### src/rtl/addsub_seq.sv
// Multi-cycle add/subtract unit with NZCV flags: CHUNK bits per clock through a
// registered carry, start/done handshake, results held until the next completion.
module addsub_seq #(
  parameter int WIDTH = 32,
  parameter int CHUNK = 8
) (
  input  logic             clk,
  input  logic             rst,
  input  logic             start,
  input  logic [2:0]       op,
  input  logic             s,
  input  logic [WIDTH-1:0] a,
  input  logic [WIDTH-1:0] b,
  input  logic [3:0]       flag_in,
  output logic             busy,
  output logic             done,
  output logic [WIDTH-1:0] result,
  output logic [3:0]       new_flag,
  output logic             write_en
);

  localparam int N  = WIDTH / CHUNK;
  localparam int KW = (N > 1) ? $clog2(N) : 1;

  localparam logic [1:0] IDLE = 2'd0;
  localparam logic [1:0] RUN  = 2'd1;
  localparam logic [1:0] DONE = 2'd2;

  localparam logic [2:0] OP_ADD = 3'd0;
  localparam logic [2:0] OP_SUB = 3'd1;
  localparam logic [2:0] OP_ADC = 3'd2;
  localparam logic [2:0] OP_SBC = 3'd3;
  localparam logic [2:0] OP_RSB = 3'd4;
  localparam logic [2:0] OP_CMP = 3'd5;
  localparam logic [2:0] OP_CMN = 3'd6;

  logic [1:0]       state_q, state_d;
  logic [WIDTH-1:0] x_q, x_d, y_q, y_d, acc_q, acc_d;
  logic             carry_q, carry_d;
  logic [KW-1:0]    k_q, k_d;
  logic [2:0]       op_q, op_d;
  logic             s_q, s_d;
  logic [3:0]       flag_q, flag_d;
  logic             x_msb_q, x_msb_d, y_msb_q, y_msb_d;
  logic [WIDTH-1:0] result_q, result_d;
  logic [3:0]       new_flag_q, new_flag_d;
  logic             write_en_q, write_en_d;
  logic             busy_q, busy_d, done_q, done_d;

  logic [CHUNK:0]   chunk_sum_s;
  logic [WIDTH-1:0] sum_ext_s, acc_next_s;
  logic [3:0]       nzcv_s;
  logic             upd_s;

  // Chunk adder, operand loading and FSM next-state
  always_comb begin
    state_d    = state_q;
    x_d        = x_q;
    y_d        = y_q;
    acc_d      = acc_q;
    carry_d    = carry_q;
    k_d        = k_q;
    op_d       = op_q;
    s_d        = s_q;
    flag_d     = flag_q;
    x_msb_d    = x_msb_q;
    y_msb_d    = y_msb_q;
    result_d   = result_q;
    new_flag_d = new_flag_q;
    write_en_d = write_en_q;

    chunk_sum_s = {1'b0, x_q[CHUNK-1:0]} + {1'b0, y_q[CHUNK-1:0]} + {{CHUNK{1'b0}}, carry_q};
    sum_ext_s = '0;
    sum_ext_s[CHUNK-1:0] = chunk_sum_s[CHUNK-1:0];
    // The accumulator fills from the top, so after N chunks it holds the full sum
    acc_next_s = (acc_q >> CHUNK) | (sum_ext_s << (WIDTH - CHUNK));
    nzcv_s[3] = acc_next_s[WIDTH-1];
    nzcv_s[2] = (acc_next_s == '0);
    nzcv_s[1] = chunk_sum_s[CHUNK];
    nzcv_s[0] = (x_msb_q == y_msb_q) && (acc_next_s[WIDTH-1] != x_msb_q);
    upd_s = s_q || (op_q == OP_CMP) || (op_q == OP_CMN);

    case (state_q)
      IDLE, DONE: begin
        if (start) begin
          state_d = RUN;
          op_d    = op;
          s_d     = s;
          flag_d  = flag_in;
          acc_d   = '0;
          k_d     = '0;
          case (op)
            OP_SUB, OP_CMP: begin
              x_d = a;  y_d = ~b;  carry_d = 1'b1;
            end
            OP_ADC: begin
              x_d = a;  y_d = b;   carry_d = flag_in[1];
            end
            OP_SBC: begin
              x_d = a;  y_d = ~b;  carry_d = flag_in[1];
            end
            OP_RSB: begin
              x_d = b;  y_d = ~a;  carry_d = 1'b1;
            end
            default: begin
              x_d = a;  y_d = b;   carry_d = 1'b0;
            end
          endcase
          x_msb_d = x_d[WIDTH-1];
          y_msb_d = y_d[WIDTH-1];
        end else begin
          state_d = IDLE;
        end
      end
      RUN: begin
        x_d     = x_q >> CHUNK;
        y_d     = y_q >> CHUNK;
        acc_d   = acc_next_s;
        carry_d = chunk_sum_s[CHUNK];
        k_d     = k_q + KW'(1);
        if (k_q == KW'(N - 1)) begin
          state_d = DONE;
          if (op_q == 3'd7) begin
            result_d   = '0;
            new_flag_d = flag_q;
            write_en_d = 1'b0;
          end else begin
            result_d   = acc_next_s;
            new_flag_d = upd_s ? nzcv_s : flag_q;
            write_en_d = (op_q != OP_CMP) && (op_q != OP_CMN);
          end
        end else begin
          state_d = RUN;
        end
      end
      default: begin
        state_d = IDLE;
      end
    endcase

    busy_d = (state_d == RUN);
    done_d = (state_d == DONE);
  end

  // State and output registers
  always_ff @(posedge clk or posedge rst) begin
    if (rst) begin
      state_q    <= IDLE;
      x_q        <= '0;
      y_q        <= '0;
      acc_q      <= '0;
      carry_q    <= 1'b0;
      k_q        <= '0;
      op_q       <= 3'd0;
      s_q        <= 1'b0;
      flag_q     <= 4'd0;
      x_msb_q    <= 1'b0;
      y_msb_q    <= 1'b0;
      result_q   <= '0;
      new_flag_q <= 4'd0;
      write_en_q <= 1'b0;
      busy_q     <= 1'b0;
      done_q     <= 1'b0;
    end else begin
      state_q    <= state_d;
      x_q        <= x_d;
      y_q        <= y_d;
      acc_q      <= acc_d;
      carry_q    <= carry_d;
      k_q        <= k_d;
      op_q       <= op_d;
      s_q        <= s_d;
      flag_q     <= flag_d;
      x_msb_q    <= x_msb_d;
      y_msb_q    <= y_msb_d;
      result_q   <= result_d;
      new_flag_q <= new_flag_d;
      write_en_q <= write_en_d;
      busy_q     <= busy_d;
      done_q     <= done_d;
    end
  end

  assign busy     = busy_q;
  assign done     = done_q;
  assign result   = result_q;
  assign new_flag = new_flag_q;
  assign write_en = write_en_q;

endmodule
### config.mk
export PLATFORM = sky130hd
export DESIGN_NAME = addsub_seq
export DESIGN_NICKNAME = d
export VERILOG_FILES = /design/src/rtl/addsub_seq.sv
export SDC_FILE = /design/constraint.sdc
export NUM_CORES = 1
export LEC_CHECK = 0
export BUFFER_PORTS_ARGS = -buffer_cell sky130_fd_sc_hd__buf_2
export CORE_ASPECT_RATIO = 2
export CORE_MARGIN = 4
export CORE_UTILIZATION = 60
export DETAILED_ROUTE_END_ITERATION = 8
export GPL_TIMING_DRIVEN = 0
export MAX_ROUTING_LAYER = met4
export PLACE_DENSITY_LB_ADDON = 0.12
export SLEW_MARGIN = 20
export SYNTH_ARGS = -nofsm -noshare
export SYNTH_HDL_FRONTEND = slang
export SYNTH_SLANG_ARGS = --single-unit
### constraint.sdc
create_clock -name clk -period 13.1 [get_ports clk]
set_clock_uncertainty 0.15 [all_clocks]
set_input_delay 2.62 -clock clk [delete_from_list [all_inputs] [get_ports clk]]
set_output_delay 2.62 -clock clk [all_outputs]
set_load 0.1 [all_outputs]
### Yosys cells after proc, flatten, opt, wreduce, memory -nomap -nowiden

Index checks and enable logic that the tools add are counted.

* logic and storage cells: 74
* flip-flop bits (word level): 150

* $add $sub $neg: 3
* equality and inequality tests: 18
* reductions and logical operators: 14
* mux-type cells: 20
* bitwise operators: 3

Operators with widths (count)
* case mux 32 bit (2 select lines): 4
* two-way mux 32 bit: 5
* inverter 32 bit: 2
* zero test 32 bit: 1
* bitwise OR 24 x 32 -> 32 bit: 1
* equality test 3 bit (second input constant): 5
* adder 8 x 8 -> 9 bit: 1
* adder 9 x 1 -> 9 bit: 1
* two-way mux 4 bit: 2
* case mux 2 bit (2 select lines): 2
* equality test 2 bit (second input constant): 3
* equality test 3 x 2 -> 1 bit (second input constant): 2
* != test 3 bit (second input constant): 2
* AND reduction 2 bit: 3
* OR reduction 3 bit: 2
* equality test 2 x 1 -> 1 bit (second input constant): 2
* two-way mux 2 bit: 2
* case mux 1 bit (2 select lines): 2
* OR reduction 2 bit: 2
* equality test 3 x 1 -> 1 bit (second input constant): 1
* two-way mux 1 bit: 3
* adder 2 x 1 -> 2 bit (second input constant): 1
* logical AND 1 bit: 2
* zero test 2 bit: 1
* 5 further kinds: 6

### Longest topological paths before layout

* word-level depth: 7
* depth in mapped cells: 9
* mapped depth without buffers: 9

### Least setup slack after synthesis

OpenSTA, ideal clock, no wires.

* path type: input port to flip-flop
* start point: input port op[0]
* end point: register y_q[10]
* arrival: 3.708 ns
* buffers on the path: 2
* stages on the path: 7
* setup time: 0.083 ns
* required time: 12.867 ns
* path slack: 9.160 ns
* cells stage by stage: nor2_1 > and2_1 > clkbuf_1 > a21oi_1 > clkbuf_1 > a21oi_1 > o21ai_0

* cells in the longest elaborated chain, start to end: 5
* elaborated cells between the ends (all ways): 8

Ends and longest elaborated chain
* from (decl): line 10 `input logic [2:0] op,`
* equality test 3 x 2 -> 1 bit, or another cell as far along: line 92 `case (op)`
* OR reduction 3 bit (no source line)
* case mux 32 bit (2 select lines) *: line 92
* two-way mux 32 bit *: line 85 `if (start) begin`
* case mux 32 bit (2 select lines) *: line 83 `case (state_q)`
* to (signal assigned): line 167 `y_q <= y_d;`
* to (decl): line 38 `logic [WIDTH-1:0] x_q, x_d, y_q, y_d, acc_q, acc_d;`

Mark *: on every way between the ends. The rest lies on a longest branch, timed or not. The select of a mux whose other input is x is not followed.
A chain may end at the register's enable or synchronous reset.

### Final worst setup path

* start point: input port op[0]
* end point: register y_q[18]

The elaborated chain is that of the path after synthesis.

==> summary.md <==
| Metric | Value |
|---|---|
| Clk buf depth | 2 |
| Total CTS buffers | 17 |
| Placed cells | 887 |
| Vias after detailed routing | 5921 |
| Die X-Extent | 81.4 um |
| Final setup fails | 0 |
| Max Slew Vio Count | 0 |
| Final hold viol count | 0 |
| Met2 Track Usage GR | 0.612 |
| Synth Flop Type | dfrtp_1 |
| Share of layout cells above drive strength 1 | 0.199 |
| Status | finished clean |
| Setup bufs post-CTS | 0 |
| CP Launch Type | input port |
| Warnings, synthesis | 0 |
| Fillers | 737 |
| Syn-to-layout area delta | 20.9% |
| Finished Layout Cells | 919 |
| Setup tns final | 0 ns |
| Final instance area | 7820 um^2 |
| Pwr dens | 308 nW/um^2 |
| Synth top area cells | dfrtp_1 (55%), nand2_1 (6.2%), a22o_1 (6.1%) |
| Die height | 155 um |
| Worst-Margin Slew | 0.795 ns |
| Core Util, Final | 0.741 |
| Hold Crit Class | register to register |
| Number of global-route vias before repair | 6227 |
| Number of enable flip-flop cells after synthesis | 0 |
| CTS tree | built |
| Met3 usage | 0.0693 |
| DR WL/cell | 22.8 um |
| Die ar. | 12600 um^2 |
| Max FO, Critical Path | 10 |
| Clock transition at path regs | 0.06 ns |
| Relative slew slack | 0.470 |
| Worst R2R Setup Slack | 9.64 ns |
| Final #Nets | 854 |
| Min Clock Period, post-route | 4.37 ns |
| FF-to-FF path depth | 8 |
| Cell variety after synth | 45 |
| Starting Density | 0.613 |
| Max Freq | 229 MHz |
| Final wirelength | 21.0 mm |
| N_diodes | 0 |
| Overall power | 2.40 mW |
| Met1 Use GR | 0.356 |
| Static Leak | 3.71 nW |
| RSZ-0062 raised after global routing | false |
| # IOs | 114 |
| Sequential share of the synthesized area | 0.550 |
| Mean Syn Cell Area | 10.2 um^2 |
| Cell Area, Placed | 7240 um^2 |
| GR Overflow Total | 0 |
| H-tree depth | 4 |
| Post-synthesis net count | 721 |
| Port bufs | 113 |
| HPWL after DPL | 15.4 mm |
| Hold-fix buffers, CTS | 0 |
| Hold depth | 2 |
| Total track usage | 0.363 |
| Cells after Synth | 636 |
| Fraction of registers with async set/reset | 1.00 |
| Area share of the largest cell type after synthesis | 0.550 |
| Area leader, netlist | dfrtp_1 |
| Root Buffer | clkbuf_16 |
| Avg Vias per Cell | 6.44 |
| Core ar. | 10500 um^2 |
| Synthesized cell area | 6470 um^2 |
| Worst endpoint required time | 13.28 ns |
| Peak VDD IR | 228 uV |
| WP data arrival | 4.55 ns |
| GRT Max-Usage Layer | met2 |
| Initial antenna violation count | 0 |
| Largest net degree at the start of global routing | 79 |
| TritonRoute pass-1 iters | 5 |
| FP Rows | 53 |
| Global-route wire length before repair | 32.7 mm |
| Critical path endpoint category | register |
| FF+latch count, synth | 142 |
| Crit Path Class | input port to register |
| GPL Wtd Cong | 0.924 |
| Worst-skew pair later-pin latency | 0.42 ns |
| Post-CTS Resized | 0 |
| Clk sink count | 142 |
| DRC | 0 |
| ANT nets after route | 0 |
| Initial DRC Count | 474 |
| Maxcap violations | 0 |
| Final Cycle Share | 0.333 |
path summary, 6_finish.rpt:
path                                            to                  start
max                            y_q[18]$_DFFE_PP0P_                  op[0]
min                          flag_q[1]$_DFFE_PP0P_  flag_q[1]$_DFFE_PP0P_
max reg2reg                new_flag[2]$_DFFE_PP0P_     x_q[0]$_DFFE_PP0P_
min reg2reg                  flag_q[1]$_DFFE_PP0P_  flag_q[1]$_DFFE_PP0P_
max in group asynchronous      y_q[10]$_DFFE_PP0P_                    rst
min in group asynchronous     acc_q[8]$_DFFE_PP0P_                    rst
per-stage QoR:
step                      hold slack [ns]  setup slack (ns)
after floorplan                     0.287              6.52
after global routing                0.355              8.56
after detailed placement            0.316              8.33
after CTS                           0.328              8.76
after global placement              0.306              5.26
final                               0.335              8.73
worst max-delay path, cell delays in order:
cell and delay, ns:
buf_2 0.12, nor2_1 0.06, and2_1 0.14, clkbuf_1 0.26
a21oi_1 0.57, clkbuf_1 0.45, a21oi_1 0.15, o21ai_0 0.18
area by class of cell:
class                           instances  area [um^2]  area share
Buffer                                 49          190      0.0243
Clock buffer                           21          470      0.0602
Clock inverter                         11          108      0.0138
Inverter                                9         42.5     0.00544
Multi-Input combinational cell        436         2690       0.344
Sequential cell                       142         3550       0.455
Tap cell                              137          171      0.0219
Timing Repair Buffer                  114          593      0.0759
layer usage:
layer  part of all wire  wire (um)
met5                  0          0
met4              0.078       1630
met3              0.057       1200
met2               0.54      11400
met1               0.32       6740
registers in the layout (all words and copies together), names as in the netlist, 2 cells and up:
register / cells
state_q: 2
result: 32
op_q: 3
new_flag: 4
flag_q: 4
k_q: 2
y_q: 32
x_q: 32
acc_q: 24
cell usage after synthesis (2+ instances only):
library cell    n
o21a_1          5
o21ai_0        60
ha_1            8
nand2b_1        3
inv_1           8
or4_1           3
a21o_1          4
nand2_1       106
o21ai_1         2
a22oi_1        25
mux2i_1         7
fa_1            2
nor2_1          9
a22o_1         45
o31a_1          3
a221o_1        24
nor4b_1         2
nor4_1          6
buf_1           4
buf_2           2
dfrtp_1       142
nor2b_1         3
o22ai_1        33
and3_1          2
a21oi_1        65
clkbuf_1       42
nand3_1         3
placed cells by master (no fill, tap or decap), types with 6 or more instances in the layout:
master	n
a21oi_1	65
nand2_1	106
inv_1	7
nor4_1	6
o22ai_1	33
a22oi_1	25
a22o_1	45
clkbuf_1	43
clkbuf_16	17
mux2i_1	7
nor2_1	9
o21ai_0	60
a221o_1	24
ha_1	8
buf_2	115
dfrtp_1	142
cell families after synthesis:
kind of cell	Yosys count	synth area share
AO/OA/AOI/OAI	270	0.277
buffers and inverters	58	0.0348
XOR/XNOR	3	0.00523
AND/OR/NAND/NOR	145	0.0993
multiplexers	8	0.0126
adder cells (fa/ha/maj)	10	0.0217
flip-flops	142	0.550
power by group:
| part | internal (mW) | switching, mW | total, mW |
|---|---|---|---|
| registers | 0.629 | 0.160 | 0.789 |
| clock network | 0.277 | 0.194 | 0.472 |
| logic | 0.323 | 0.820 | 1.14 |
Note: power is estimated with default switching activity, not from simulation.
